==> src/rtl/id_ctrl_stage.sv <==
// id_ctrl_stage
//   Registered decode/control stage for the RV32I core with optional M extension.
//   Decodes an accepted instruction into the one-hot control bundle, flags illegal
//   encodings, holds M-ops for MULDIV_LAT cycles, and presents the bundle under a
//   valid/ready handshake between fetch (upstream) and execute (downstream).
// Ports
//   clk, rst            clock, synchronous active-high reset
//   flush               kill held/pending instruction (branch redirect)
//   in_valid/in_ready   upstream handshake; in_instr, in_pc instruction and its pc
//   out_valid/out_ready downstream handshake; out_instr, out_pc registered copies
//   MemWrite, MemRead, RegWrite, ALUSrc, MemtoReg, ALUControl, BranchControl,
//   Mem_mode, Mem_read_us, md_op, illegal    registered control bundle
module id_ctrl_stage #(
  parameter int unsigned XLEN       = 32,
  parameter bit          EN_M       = 1'b1,
  parameter int unsigned MULDIV_LAT = 4
) (
  input  logic            clk,
  input  logic            rst,
  input  logic            flush,
  input  logic            in_valid,
  output logic            in_ready,
  input  logic [31:0]     in_instr,
  input  logic [XLEN-1:0] in_pc,
  output logic            out_valid,
  input  logic            out_ready,
  output logic [31:0]     out_instr,
  output logic [XLEN-1:0] out_pc,
  output logic            MemWrite,
  output logic            MemRead,
  output logic            RegWrite,
  output logic [3:0]      ALUSrc,
  output logic [3:0]      MemtoReg,
  output logic [4:0]      ALUControl,
  output logic [3:0]      BranchControl,
  output logic [2:0]      Mem_mode,
  output logic            Mem_read_us,
  output logic            md_op,
  output logic            illegal
);

  localparam logic [6:0] OP_R     = 7'b0110011;
  localparam logic [6:0] OP_I     = 7'b0010011;
  localparam logic [6:0] OP_LOAD  = 7'b0000011;
  localparam logic [6:0] OP_STORE = 7'b0100011;
  localparam logic [6:0] OP_B     = 7'b1100011;
  localparam logic [6:0] OP_JAL   = 7'b1101111;
  localparam logic [6:0] OP_JALR  = 7'b1100111;
  localparam logic [6:0] OP_LUI   = 7'b0110111;
  localparam logic [6:0] OP_AUIPC = 7'b0010111;

  localparam logic [3:0] CNT_LOAD = 4'(MULDIV_LAT - 1);
  localparam bit         MD_WAIT  = (MULDIV_LAT > 1);

  typedef enum logic [1:0] {EMPTY, WAIT, FULL} state_t;

  state_t      state_q, state_d;
  logic [3:0]  cnt_q, cnt_d;
  logic        accept;

  // ---------------- decode ----------------
  logic [6:0]  opcode;
  logic [2:0]  funct3;
  logic [6:0]  funct7;
  logic        is_load, is_store;
  logic        dec_mw, dec_mr, dec_rw, dec_us, dec_md, dec_ill;
  logic [3:0]  dec_alusrc, dec_m2r, dec_br;
  logic [4:0]  dec_aluc;
  logic [2:0]  dec_mm;

  assign opcode = in_instr[6:0];
  assign funct3 = in_instr[14:12];
  assign funct7 = in_instr[31:25];

  always_comb begin
    dec_alusrc = '0;
    dec_m2r    = '0;
    dec_aluc   = '0;
    dec_br     = '0;
    dec_mm     = '0;
    dec_us     = 1'b0;
    dec_mw     = 1'b0;
    dec_mr     = 1'b0;
    dec_rw     = 1'b0;
    dec_md     = 1'b0;
    dec_ill    = 1'b0;
    is_load    = 1'b0;
    is_store   = 1'b0;
    case (opcode)
      OP_R: begin
        dec_alusrc = 4'b0001;
        dec_m2r    = 4'b0001;
        dec_aluc   = 5'b00001;
        dec_rw     = 1'b1;
        case (funct7)
          7'b0000000: begin end
          7'b0100000: dec_ill = !(funct3 == 3'b000 || funct3 == 3'b101);
          7'b0000001: begin
            if (EN_M) dec_md  = 1'b1;
            else      dec_ill = 1'b1;
          end
          default:    dec_ill = 1'b1;
        endcase
      end
      OP_I: begin
        dec_alusrc = 4'b0010;
        dec_m2r    = 4'b0001;
        dec_aluc   = 5'b00010;
        dec_rw     = 1'b1;
      end
      OP_LOAD: begin
        is_load    = 1'b1;
        dec_alusrc = 4'b0010;
        dec_m2r    = 4'b0010;
        dec_aluc   = 5'b00100;
        dec_rw     = 1'b1;
        dec_mr     = 1'b1;
        dec_ill    = (funct3 == 3'b011) || (funct3 == 3'b110) || (funct3 == 3'b111);
      end
      OP_STORE: begin
        is_store   = 1'b1;
        dec_alusrc = 4'b0100;
        dec_aluc   = 5'b01000;
        dec_mw     = 1'b1;
        dec_ill    = (funct3 >= 3'b011);
      end
      OP_B: begin
        dec_br  = 4'b0001;
        dec_ill = (funct3 == 3'b010) || (funct3 == 3'b011);
      end
      OP_JALR: begin
        dec_m2r = 4'b0100;
        dec_br  = 4'b0010;
        dec_rw  = 1'b1;
        dec_ill = (funct3 != 3'b000);
      end
      OP_JAL: begin
        dec_m2r = 4'b0100;
        dec_br  = 4'b0100;
        dec_rw  = 1'b1;
      end
      OP_LUI: begin
        dec_alusrc = 4'b1000;
        dec_m2r    = 4'b0001;
        dec_aluc   = 5'b10000;
        dec_rw     = 1'b1;
      end
      OP_AUIPC: begin
        dec_m2r = 4'b1000;
        dec_br  = 4'b1000;
        dec_rw  = 1'b1;
      end
      default: dec_ill = 1'b1;
    endcase

    if (is_load || is_store) begin
      case (funct3[1:0])
        2'b00:   dec_mm = 3'b001;
        2'b01:   dec_mm = 3'b010;
        2'b10:   dec_mm = 3'b100;
        default: dec_mm = 3'b000;
      endcase
    end
    dec_us = is_load && (funct3 == 3'b100 || funct3 == 3'b101);

    if (dec_ill) begin
      dec_rw = 1'b0;
      dec_mr = 1'b0;
      dec_mw = 1'b0;
      dec_md = 1'b0;
    end
  end

  // ---------------- FSM: state register ----------------
  always_ff @(posedge clk) begin
    if (rst) begin
      state_q <= EMPTY;
      cnt_q   <= '0;
    end else begin
      state_q <= state_d;
      cnt_q   <= cnt_d;
    end
  end

  // ---------------- FSM: next state ----------------
  // The WAIT exit is taken when the counter is about to reach 0 so that out_valid
  // rises exactly MULDIV_LAT cycles after accept; a latency of 1 skips WAIT.
  always_comb begin
    state_d = state_q;
    cnt_d   = cnt_q;
    if (flush) begin
      state_d = EMPTY;
      cnt_d   = '0;
    end else begin
      case (state_q)
        EMPTY, FULL: begin
          if (accept) begin
            if (dec_md && MD_WAIT) begin
              state_d = WAIT;
              cnt_d   = CNT_LOAD;
            end else begin
              state_d = FULL;
            end
          end else if (state_q == FULL && out_ready) begin
            state_d = EMPTY;
          end
        end
        WAIT: begin
          if (cnt_q <= 4'd1) begin
            state_d = FULL;
            cnt_d   = '0;
          end else begin
            cnt_d = cnt_q - 4'd1;
          end
        end
        default: begin
          state_d = EMPTY;
          cnt_d   = '0;
        end
      endcase
    end
  end

  // ---------------- FSM: outputs ----------------
  always_comb begin
    out_valid = !rst && (state_q == FULL);
    in_ready  = !rst && !flush &&
                ((state_q == EMPTY) || ((state_q == FULL) && out_ready));
  end

  assign accept = in_valid && in_ready;

  // ---------------- bundle registers ----------------
  always_ff @(posedge clk) begin
    if (rst) begin
      out_instr     <= '0;
      out_pc        <= '0;
      MemWrite      <= 1'b0;
      MemRead       <= 1'b0;
      RegWrite      <= 1'b0;
      ALUSrc        <= '0;
      MemtoReg      <= '0;
      ALUControl    <= '0;
      BranchControl <= '0;
      Mem_mode      <= '0;
      Mem_read_us   <= 1'b0;
      md_op         <= 1'b0;
      illegal       <= 1'b0;
    end else if (accept) begin
      out_instr     <= in_instr;
      out_pc        <= in_pc;
      MemWrite      <= dec_mw;
      MemRead       <= dec_mr;
      RegWrite      <= dec_rw;
      ALUSrc        <= dec_alusrc;
      MemtoReg      <= dec_m2r;
      ALUControl    <= dec_aluc;
      BranchControl <= dec_br;
      Mem_mode      <= dec_mm;
      Mem_read_us   <= dec_us;
      md_op         <= dec_md;
      illegal       <= dec_ill;
    end
  end

endmodule
==> config.mk <==
export PLATFORM = sky130hd
export DESIGN_NAME = id_ctrl_stage
export DESIGN_NICKNAME = d
export VERILOG_FILES = /design/src/rtl/id_ctrl_stage.sv
export SDC_FILE = /design/constraint.sdc
export NUM_CORES = 1
export LEC_CHECK = 0
export ABC_AREA = 1
export CORE_MARGIN = 5
export CORE_UTILIZATION = 42
export DETAILED_ROUTE_END_ITERATION = 8
export PLACE_DENSITY = 0.79
export SYNTH_ARGS = -nofsm -noshare
export SYNTH_HDL_FRONTEND = slang
export SYNTH_SLANG_ARGS = --single-unit
==> constraint.sdc <==
create_clock -name clk -period 1.85 [get_ports clk]
set_input_delay 0.37 -clock clk [delete_from_list [all_inputs] [get_ports clk]]
set_output_delay 0.37 -clock clk [all_outputs]
set_load 0.05 [all_outputs]
== Word level (Yosys, flattened, before mapping) ==
Cells that the tools add are included.

* Add/subtract/negate cells: 1
* Magnitude comparators: 2
* Equality and inequality tests: 25
* Muxes and demuxes: 26
* Reduce and logical (&&, ||, !) cells: 31

{| class="wikitable"
|+ Operator list
! cell !! count
|-
| 4-bit one-hot mux with 4 select lines || 3
|-
| 7-bit by 6-bit == test with 1-bit output (second input constant) || 4
|-
| 5-bit one-hot mux with 5 select lines || 1
|-
| 7-bit == test (second input constant) || 3
|-
| 7-bit by 5-bit == test with 1-bit output (second input constant) || 2
|-
| 3-bit == test (second input constant) || 4
|-
| 4-bit 2-to-1 mux || 3
|-
| 2-bit OR reduction || 5
|-
| 1-bit 2-to-1 mux || 9
|-
| 3-bit one-hot mux with 3 select lines || 1
|-
| 2-bit 2-to-1 mux || 4
|-
| 4-bit one-hot mux with 2 select lines || 1
|-
| 7-bit by 1-bit == test with 1-bit output (second input constant) || 1
|-
| 7-bit by 2-bit == test with 1-bit output (second input constant) || 1
|-
| 7-bit zero test || 1
|-
| 1-bit logical OR || 7
|-
| 7-bit OR reduction || 1
|-
| 3-bit by 2-bit == test with 1-bit output (second input constant) || 2
|-
| 1-bit logical AND || 6
|-
| 2-bit inequality test (second input constant) || 3
|-
| 1-bit one-hot mux with 6 select lines || 1
|-
| 2-bit by 1-bit == test with 1-bit output (second input constant) || 2
|-
| 2-bit == test (second input constant) || 2
|-
| 4-bit by 1-bit less-or-equal comparator with 1-bit output (second input constant) || 1
|-
| 13 further kinds || 17
|}

* Register bits: 96
* Input port bits: 69
* Logic and storage cells: 100

== Depth between registers and ports, before layout ==
Gate-level depths: netlist (run 1).

* Word-level depth: 9
* Depth in mapped cells: 11

== Least setup slack after synthesis (run 1) ==
Ideal clock, no wire load.

* Path kind: input-to-output
* From: input port rst
* To: output port out_valid
* Arrival: 1778 ps
* Data required time: 1480 ps
* Slack: -298 ps
* Stages on the path: 3
* Path buffers: 2
* Path through: buf_6 -> clkbuf_1 -> nor3_1

* Longest elaborated chain between the ends: 2

{| class="wikitable"
|+ Ends and longest elaborated chain
! element !! line !! source
|-
| from (decl) || 19 || <nowiki>input logic rst,</nowiki>
|-
| 1-bit zero test || 226 || <nowiki>out_valid = !rst && (state_q == FULL);</nowiki>
|-
| 1-bit logical AND || 226 ||
|-
| to (decl) || 25 || <nowiki>output logic out_valid,</nowiki>
|}

No other way between the ends.

== Final worst setup path (run 1) ==
* From: input port flush
* To: output port in_ready

* Longest elaborated chain between the ends: 3

{| class="wikitable"
|+ Ends and longest elaborated chain
! element !! line !! source
|-
| from (decl) || 20 || <nowiki>input logic flush,</nowiki>
|-
| 1-bit zero test || 227 || <nowiki>in_ready = !rst && !flush &&</nowiki>
|-
| 1-bit logical AND (2 in series) || 227 ||
|-
| to (decl) || 22 || <nowiki>output logic in_ready,</nowiki>
|}

No other way between the ends.

==> summary.md, run 1 <==
| Metric | Value |
|---|---|
| Unrepaired setup endpoints after global routing | `false` |
| Crit path launch | `flush` |
| Post-DP HPWL | `8340 um` |
| Reg2Reg Setup Slack | `about 200 ps` |
| Area of the multi-input gates | `about 0.0016 mm2` |
| Unique cell type count in the Yosys netlist | `34` |
| Ys Warns | `0` |
| Row cnt | `34` |
| TritonCTS Sinks | `94` |
| Core Area | `around 0.0087 mm2` |
| Via density | `approximately 5` |
| Reg2reg path depth | `6` |
| Skew final | `12.8 ps` |
| Post-route setup slack | `62.2 ps` |
| Final period utilization | `0.966` |
| Register bit total from synthesis | `between 90 and 100` |
| Via Count | `between 3000 and 4000` |
| VDD IR max | `between 0.4 and 0.5 mV` |
| Largest net degree at the start of global routing | `66` |
| First-pass detailed-route iteration total | `4` |
| Xor and xnor area share after synthesis | `0.00466` |
| Layout cell share with drive strength beyond 1 | `0.210` |
| Synth Area in Compound Gates | `0.159` |
| Initial antenna violation count | `0` |
| TritonCTS buffer count | `9` |
| Buffers added on ports | `160` |
| Mux share of post-synthesis cell area | `0` |
| PwrDens | `770 mW/mm2` |
| Clk slew on worst S/H paths | `approximately 90 ps` |
| Simple-gate area share of the yosys netlist | `0.253` |
| Slew at the pin with the worst max-slew slack | `532 ps` |
| R2r startpoint | `cnt_q[0]` |
| Max-slew headroom | `0.645` |
| Main combinational cell family by area after synthesis | `simple AND/OR/NAND/NOR gates` |
| Remaining antenna violation count | `0` |
| Antenna cells | `0` |
| Post-synth EDFFs | `0` |
| Core Util, Final | `0.658` |
| Register area share after synthesis | `0.500` |
| Syn-to-layout area delta | `52.6%` |
| Fill count | `about 770` |
| Top post-synthesis cells by area | `dfxtp_1 50%, nor2_1 14%, o21ai_0 9.1%, nand2_1 5.2%, a21oi_1 4.0%` |
| Initial core utilization | `0.431` |
| Commonest non-fill, non-tap cells in the layout | `145 x nor2_1, 103 x buf_4, 94 x dfxtp_1` |
| GP Congestion | `between 0.9 and 1` |
| Final hold vios | `0` |
| Top FF cell, synth | `dfxtp_1` |
| Commonest non-fill, non-tap cell in the layout | `nor2_1` |
| Final Power | `around 4.4 mW` |
| Leakage | `2.55 nW` |
| Mapped Avg Cell Area | `between 7 and 8 um2` |
| H-Tree Depth | `3` |
| Final slew viol count | `0` |
| FFs w/ async S/R, synth | `0` |
| Post-CTS setup buffers | `0` |
| Worst-path fanout max | `2` |
| Post-Syn Area | `~0.0038 mm2` |
| Die height | `about 100 um` |
| Reg-to-reg endpoint | `cnt_q[3]` |
| CP endpoint kind | `output port` |
| Synth Area in Adders | `0.00666` |
| Tot GR Track Use | `0.198` |
| Routed wire length | `11000 um` |
| Die area | `approximately 0.011 mm2` |
| Deepest clock path buffer count | `2` |
| End of the critical path | `in_ready` |
| Mapped Nets | `560` |
| Num ports | `161` |
| First-pass GRT wire length | `18300 um` |
| Vias in the first global route | `between 3000 and 4000` |
| Share of the synthesized area in the top cell type | `0.500` |
| Reg area | `0.00188 mm2` |
| Max Cap Violations | `0` |
| Worst hold path class | `reg2reg` |
| Initial drt markers | `~170` |
| WP data arrival | `approximately 1400 ps` |
| Per-cell routed wire length | `13.9 um` |
| WHS | `468 ps` |
| Root Driver | `clkbuf_8` |
| Die W | `around 100 um` |
| Drt drc | `0` |
| Clock network latency to the later pin of the worst-skew pair | `350 ps` |
| Total grt overflow | `0` |
| WP data required | `1480 ps` |
| Dominant cell type by area after synthesis | `dfxtp_1` |
| TritonCTS clock tree | `built` |
| Minimum clock period after layout | `between 1500 and 2000 ps` |
| CP Class | `in2out` |
| Final nets | `about 750` |
| Worst slack at placement | `-217 ps` |
| Mapped Cells | `489` |
| Max Freq | `approximately 560 MHz` |
| Final setup vio count | `0` |
| Status | `complete, no violations` |
| Crit path launch type | `input pin` |
## area by class of cell
class | count | area share
timing repair buffer | 206 | 0.319
clock buffer | 10 | 0.0222
inverter | 22 | 0.0153
sequential | 94 | 0.328
tap | 108 | 0.0236
multi-input combinational | 343 | 0.280
clock inverter | 6 | 0.0120
## per-stage QoR
step,std cells,TNS (ps),cell area (um2)
5_1_grt,789,0,5740
3_3_place_gp,773,-7480,5570
3_5_place_dp,773,-9730,5570
6_report,789,0,5740
4_1_cts,789,0,5730
2_1_floorplan,489,0,3770
## where the power goes
group	switching, mW	leakage [nW]	internal [mW]
sequential	0.0415	0.766	2.10
combinational	0.553	1.69	0.354
clock	0.732	0.0973	0.636
total	1.33	2.55	3.09
## repair_timing
| action | CTS | global route |
|---|---|---|
| resized for setup | 29 | 2 |
| endpoints found under the setup margin | 30 | 1 |
| hold buffers | 0 | 0 |
| pin swaps | 0 | 0 |
## routing by layer
metal | GRT usage | part of all wire | up-vias | wire length, um
met5 | 0 | 0 | - | 0
met3 | 0.0530 | 0.074 | 18 | 810
li1 | - | - | 1964 | -
met4 | 0.0667 | 0.018 | 0 | 200
met2 | 0.334 | 0.49 | 146 | 5350
met1 | 0.246 | 0.42 | 1766 | 4630
## flip-flops by register name (all words and copies together) (netlist names), 2 cells and up
signal and count:
MemtoReg 4, BranchControl 4, ALUControl 3, cnt_q 4, Mem_mode 3, out_pc 32
ALUSrc 4, state_q 2, out_instr 32
## synthesized netlist by cell type, types with 2 or more instances
library cell,instances
buf_6,7
nand4_1,3
nor2_1,145
o21ai_0,68
nor2_4,2
buf_2,3
nor3_1,4
a211oi_1,6
nand3_1,10
a211oi_2,2
nor2_2,3
buf_4,4
nand2_1,52
xnor2_1,2
and2_1,2
nand2_2,2
inv_1,20
clkbuf_2,3
a31oi_1,2
clkbuf_1,12
a21oi_1,30
ha_1,2
dfxtp_1,94
## cell families after synthesis
logic type | count (synthesis)
xor gates and xnor gates | 2
adders and majority gates | 2
buffers and inverters | 52
AOI/OAI and AO/OA | 111
DFF | 94
and+or+nand+nor | 228
## worst min path at each step
stage	from	end	slack, ps	cells after the start
2_1_floorplan	cnt_q[3]	cnt_q[3]	470	2
3_3_place_gp	BranchControl[3]	BranchControl[3]	460	2
3_5_place_dp	Mem_mode[0]	Mem_mode[0]	460	2
4_1_cts	BranchControl[2]	BranchControl[2]	470	2
5_1_grt	out_pc[31]	out_pc[31]	500	2
6_report	BranchControl[2]	BranchControl[2]	470	2
## critical path, cell delays in order
cell             delay [ps]
clkdlybuf4s50_1         410
inv_1                    90
nand2_4                  60
buf_4                   140
nor3_4                  160
buf_6                   180
Note: power is estimated with default switching activity, not from simulation.
==> run 2: changes to the inputs <==
--- a/config.mk
+++ b/config.mk
@@ -8,6 +8,7 @@
 export ABC_AREA = 1
 export CORE_MARGIN = 5
 export CORE_UTILIZATION = 42
+export CTS_CLUSTER_SIZE = 20
 export DETAILED_ROUTE_END_ITERATION = 8
 export PLACE_DENSITY = 0.79
 export SYNTH_ARGS = -nofsm -noshare
==> results of run 2 <==
No change in the layout: final DEF, timing and power equal those of run 1.
==> edit 1 (config.mk and constraints of run 2) <==
Encoding of `state_t`: now one-hot (3 bits for 3 states).
--- a/src/rtl/id_ctrl_stage.sv
+++ b/src/rtl/id_ctrl_stage.sv
@@ -54,3 +54,3 @@
 
-  typedef enum logic [1:0] {EMPTY, WAIT, FULL} state_t;
+  typedef enum logic [2:0] {EMPTY = 3'b001, WAIT = 3'b010, FULL = 3'b100} state_t;
 
Behaviour: no difference found for any inputs over 10 cycles, from zero or initial values and one cycle with rst high; not proved beyond that.
==> edit 1 against run 2 <==
  * Combinational power down 12%
  * Area after synthesis up 1.1%
  * Maximum frequency up 1.4%
  * Cell area down 0.78%
  * Setup slack better by 24 ps
  * Routed wire length up 0.11%
  * Power down 6.1%
  * Sequential cell count up 1
  * Largest power group unchanged
  * Highest routed layer unchanged
==> edit 1: results <==
timing:
  whs_ps: 371.6
  setup_ws_ps: 86.09
  fin_skew_ps: 7.926
logic_synthesis:
  synth.avg_cell_area_sq_um: 7.424
  synthXorXnorAreaFrac: 0.002304
  synth_compound_area_frac: 0.1527
  synth_fa_ha_area_frac: 0.006583
  synth.top_cells.by_area: "dfxtp_1 50%, nand2_1 18%, a21oi_1 13%"
  ys_seq_area_frac: 0.5003
  synthesis.nets: 583
  synth_common_cells: "179 x nand2_1, 95 x a21oi_1, 95 x dfxtp_1"
  yosysUniqueCellTypes: 28
grt:
  grt_pass1_wl_um: 17910
  grtUsageMet1: 0.2387
  grtUsageMet3: 0.04809
  track_usage: 0.1957
detailed_routing:
  routedWlPerCell_um: 13.75
  vias_per_cell: 4.905
  drt_pre_antenna_iters: 5
  drtIter0Drc: 184
setup_path:
  worstRegToRegCells: 8
  cp_slowest_stage_delay_ps: 380
  rr_startpoint: "state_q[0]"
  path_max_fanout: 4
  critPathKind: "flop to output pin"
  r2r_end: "out_instr[9]"
pwr:
  p_clk_mw: 1.21
  pwr_density_cell_mw_per_mm2: 729.2
  power.internal_mw: 2.922
  irDropWorstVdd_mv: 0.3856
  power_leakage_nw: 2.429
  p_comb_frac: 0.192
placement:
  gp_congestion: 0.8787
  dpl_cell_area_sq_mm: 0.005504
  dp_slack_ps: -134.2
  placed_cells: 783
hold_path:
  worstHoldEndpoint: "out_pc[1]"
  holdCritStartpoint: "rst"
  min_path_type: "primary input to flop"
final_layout:
  layout-drive-gt1-share: 0.1977
  nets: 759
  stdcell_count: 801
  fillCellCount: 788
cts:
  cts_resized: 19
outcome:
  outcome: "complete, no violations"
[edit 1: cell types whose count changed in the layout (fill, tap and decap cells not counted), moves of 4 or more]
cell and change:
dlygate4sd2_1 -11, a21oi_1 +64, a211oi_1 -6, nand2_1 +127, nand3_1 +7, o21ai_0 -54, nor2_1 -117, nor3_1 +4
inv_1 +6
[edit 1: layout make-up]
type / count / area, sq um / share of cell area
Multi-Input combinational cell: 361 / 1650 / 0.2899
Clock inverter: 6 / 45.04 / 0.007912
Timing Repair Buffer: 194 / 1732 / 0.3042
Inverter: 27 / 101.3 / 0.01780
Tap cell: 108 / 135.1 / 0.02374
Clock buffer: 10 / 127.6 / 0.02242
Sequential cell: 95 / 1902 / 0.3341
[edit 1: metal layers]
| layer | vias to the layer above | share of wire | wire (um) |
|---|---|---|---|
| met5 | - | 0 | 0 |
| met4 | 0 | 0.024 | 267 |
| met3 | 22 | 0.066 | 730 |
| met2 | 130 | 0.49 | 5413 |
| met1 | 1774 | 0.42 | 4601 |
| li1 | 2003 | - | - |
==> edit 2 (config.mk and constraints of run 2) <==
Without the edit above. Set the parameter `XLEN` to 64 (it was 32).
--- a/src/rtl/id_ctrl_stage.sv
+++ b/src/rtl/id_ctrl_stage.sv
@@ -13,3 +13,3 @@
 module id_ctrl_stage #(
-  parameter int unsigned XLEN       = 32,
+  parameter int unsigned XLEN       = 64,
   parameter bit          EN_M       = 1'b1,
Ports: changed (resized in_pc and out_pc); port bits go from 161 to 225. No check against the original RTL was run, so the function may have changed too.
==> edit 2 against run 2 <==
  * Die area up 24%
  * Highest routed layer unchanged
  * Routed wire length up 38%
  * Via count up 29%
  * Sequential cell count up 32
  * Setup slack better by 12 ps
  * Sequential share of layout area down 0.55 points
  * Sequential power up 35%
  * Largest power group is now the clock network
  * First-iteration DRC count up 120%
  * Critical path type unchanged
  * Power up 75%
  * Cell count up 31%
  * Synthesized cell count up 28%
  * Cell area up 36%
  * Area after synthesis up 26%
==> edit 2: results <==
logic_synthesis:
  synthesis.nets: 729
  async_flop_share: 0
  yosys_warnings: 0
  synth.avg_cell_area_sq_um: 7.589
  synth_common_cells: "203 x nor2_1, 126 x dfxtp_1, 103 x o21ai_0"
  yosysUniqueCellTypes: 26
  ys_seq_area_frac: 0.5309
  synth.top_cells.by_area: "dfxtp_1 53%, nor2_1 16%, o21ai_0 11%"
final_layout:
  antenna_cells: 0
  fillCellCount: 859
  nets: 980
  top_regs: "out_pc: 64 flops, out_instr: 32 flops"
  layout-drive-gt1-share: 0.2112
detailed_routing:
  vias_per_cell: 4.882
  vias: 5028
  drt_pre_antenna_iters: 5
  drt-total-wl_um: 15210
  drtIter0Drc: 370
setup_path:
  path_max_fanout: 3
  cp_slowest_stage_delay_ps: 460
  cp.arrival_ps: 1410
  path_delay_family: "buffers and inverters"
  crit_slowest_cell: "clkdlybuf4s50_1"
hold_path:
  min_path_type: "primary input to flop"
cts:
  cts_buffer_depth: 2
  cts-root-buf: "clkbuf_16"
  cts_max_level: 4
  cts_inserted_buffers: 17
  clock_latency_ps: 400
  cts.clk_slew.worst_paths_ps: 60
grt:
  grtUsageMet3: 0.06995
  antenna_found_initial: 0
  grt_busiest_layer: "met2"
  grt_pass1_wl_um: 23420
  track_usage: 0.2199
  grt_max_degree: 66
  grt_use_met2: 0.3822
  grtUsageMet1: 0.2490
timing:
  fin_skew_ps: 6.117
  relSlewSlack: 0.6607
placement:
  gp_congestion: 0.9248
  placed_cells: 997
  port-buffer-count: 224
  hpwl_um: 11160
pwr:
  irDropWorstVdd_mv: 0.5633
  power_leakage_nw: 3.460
outcome:
  outcome: "complete, no violations"
==> edit 2: cell types whose count changed after synthesis, moves of 5 or more <==
cell	before	now
buf_6	7	2
a21oi_1	30	36
buf_2	3	11
clkbuf_1	12	20
nor2_1	145	203
o21ai_0	68	103
dfxtp_1	94	126
==> edit 2: area by class of cell <==
cell class | count | area, sq um | share of cell area
clock inverter | 12 | 192.7 | 0.02463
multi-input combinational | 434 | 1948 | 0.2490
inverter | 26 | 100.1 | 0.01279
tap | 140 | 175.2 | 0.02239
clock buffer | 20 | 436.7 | 0.05581
sequential | 126 | 2522 | 0.3224
timing repair buffer | 272 | 2449 | 0.3130
==> edit 2: logic make-up (layout without fill, tap and decap cells) <==
logic type | count (synthesis) | in the layout | synth area share
buffers and inverters | 66 | 330 | 0.06373
flip-flops | 126 | 126 | 0.5309
XOR/XNOR | 1 | 1 | 0.001844
adder cells (fa/ha/maj) | 2 | 2 | 0.005266
AO/OA/AOI/OAI | 147 | 147 | 0.1593
AND/OR/NAND/NOR | 284 | 284 | 0.2389
==> edit 2: timing repair <==
item,CTS,global route
cloned,0,0
setup endpoints to repair,24,2
gates resized for setup,24,2
setup buffers,0,1
pin swaps,0,1
==> edit 2: worst paths after layout <==
path	from	to	slack [ps]	cells past startpoint
setup / recovery	flush	in_ready	70	5
setup reg to reg	state_q[1]	out_pc[15]	230	7
hold reg to reg	ALUControl[2]	ALUControl[2]	460	2
hold / removal	rst	md_op	450	3
==> edit 2: per-stage QoR <==
stage                     setup TNS [ps]  instance area [sq um]    util  worst slack (ps)  power [mW]
final                                  0                   7824  0.7123             74.04       7.719
after CTS                              0                   7807  0.7109             22.15       7.775
after detailed placement           -9023                   7201  0.6556            -235.0       4.253
after floorplan                        0                   4761       -             252.2       3.670
after global routing                   0                   7824  0.7123             29.97       8.017
after global placement             -3219                   7201  0.6556            -151.3       4.229
==> edit 2: metal layers <==
layer	vias to the layer above	wire length [um]
met5	-	0
met4	0	306
met3	33	1343
met2	190	7583
met1	2278	5973
li1	2527	-
==> edit 2: power breakdown <==
| group | switching (mW) | internal (mW) | total [mW] |
|---|---|---|---|
| Combinational | 0.775 | 0.503 | 1.28 |
| Sequential | 0.0661 | 2.84 | 2.90 |
| Clock | 1.16 | 2.38 | 3.54 |
| Total | 2.00 | 5.72 | 7.72 |
==> edit 2: tightest hold or removal path, delay by kind of cell <==
| family | cells | cell delay [ps] |
|---|---|---|
| buf+inv | 2 | 380 |
| compound gates | 1 | 50 |
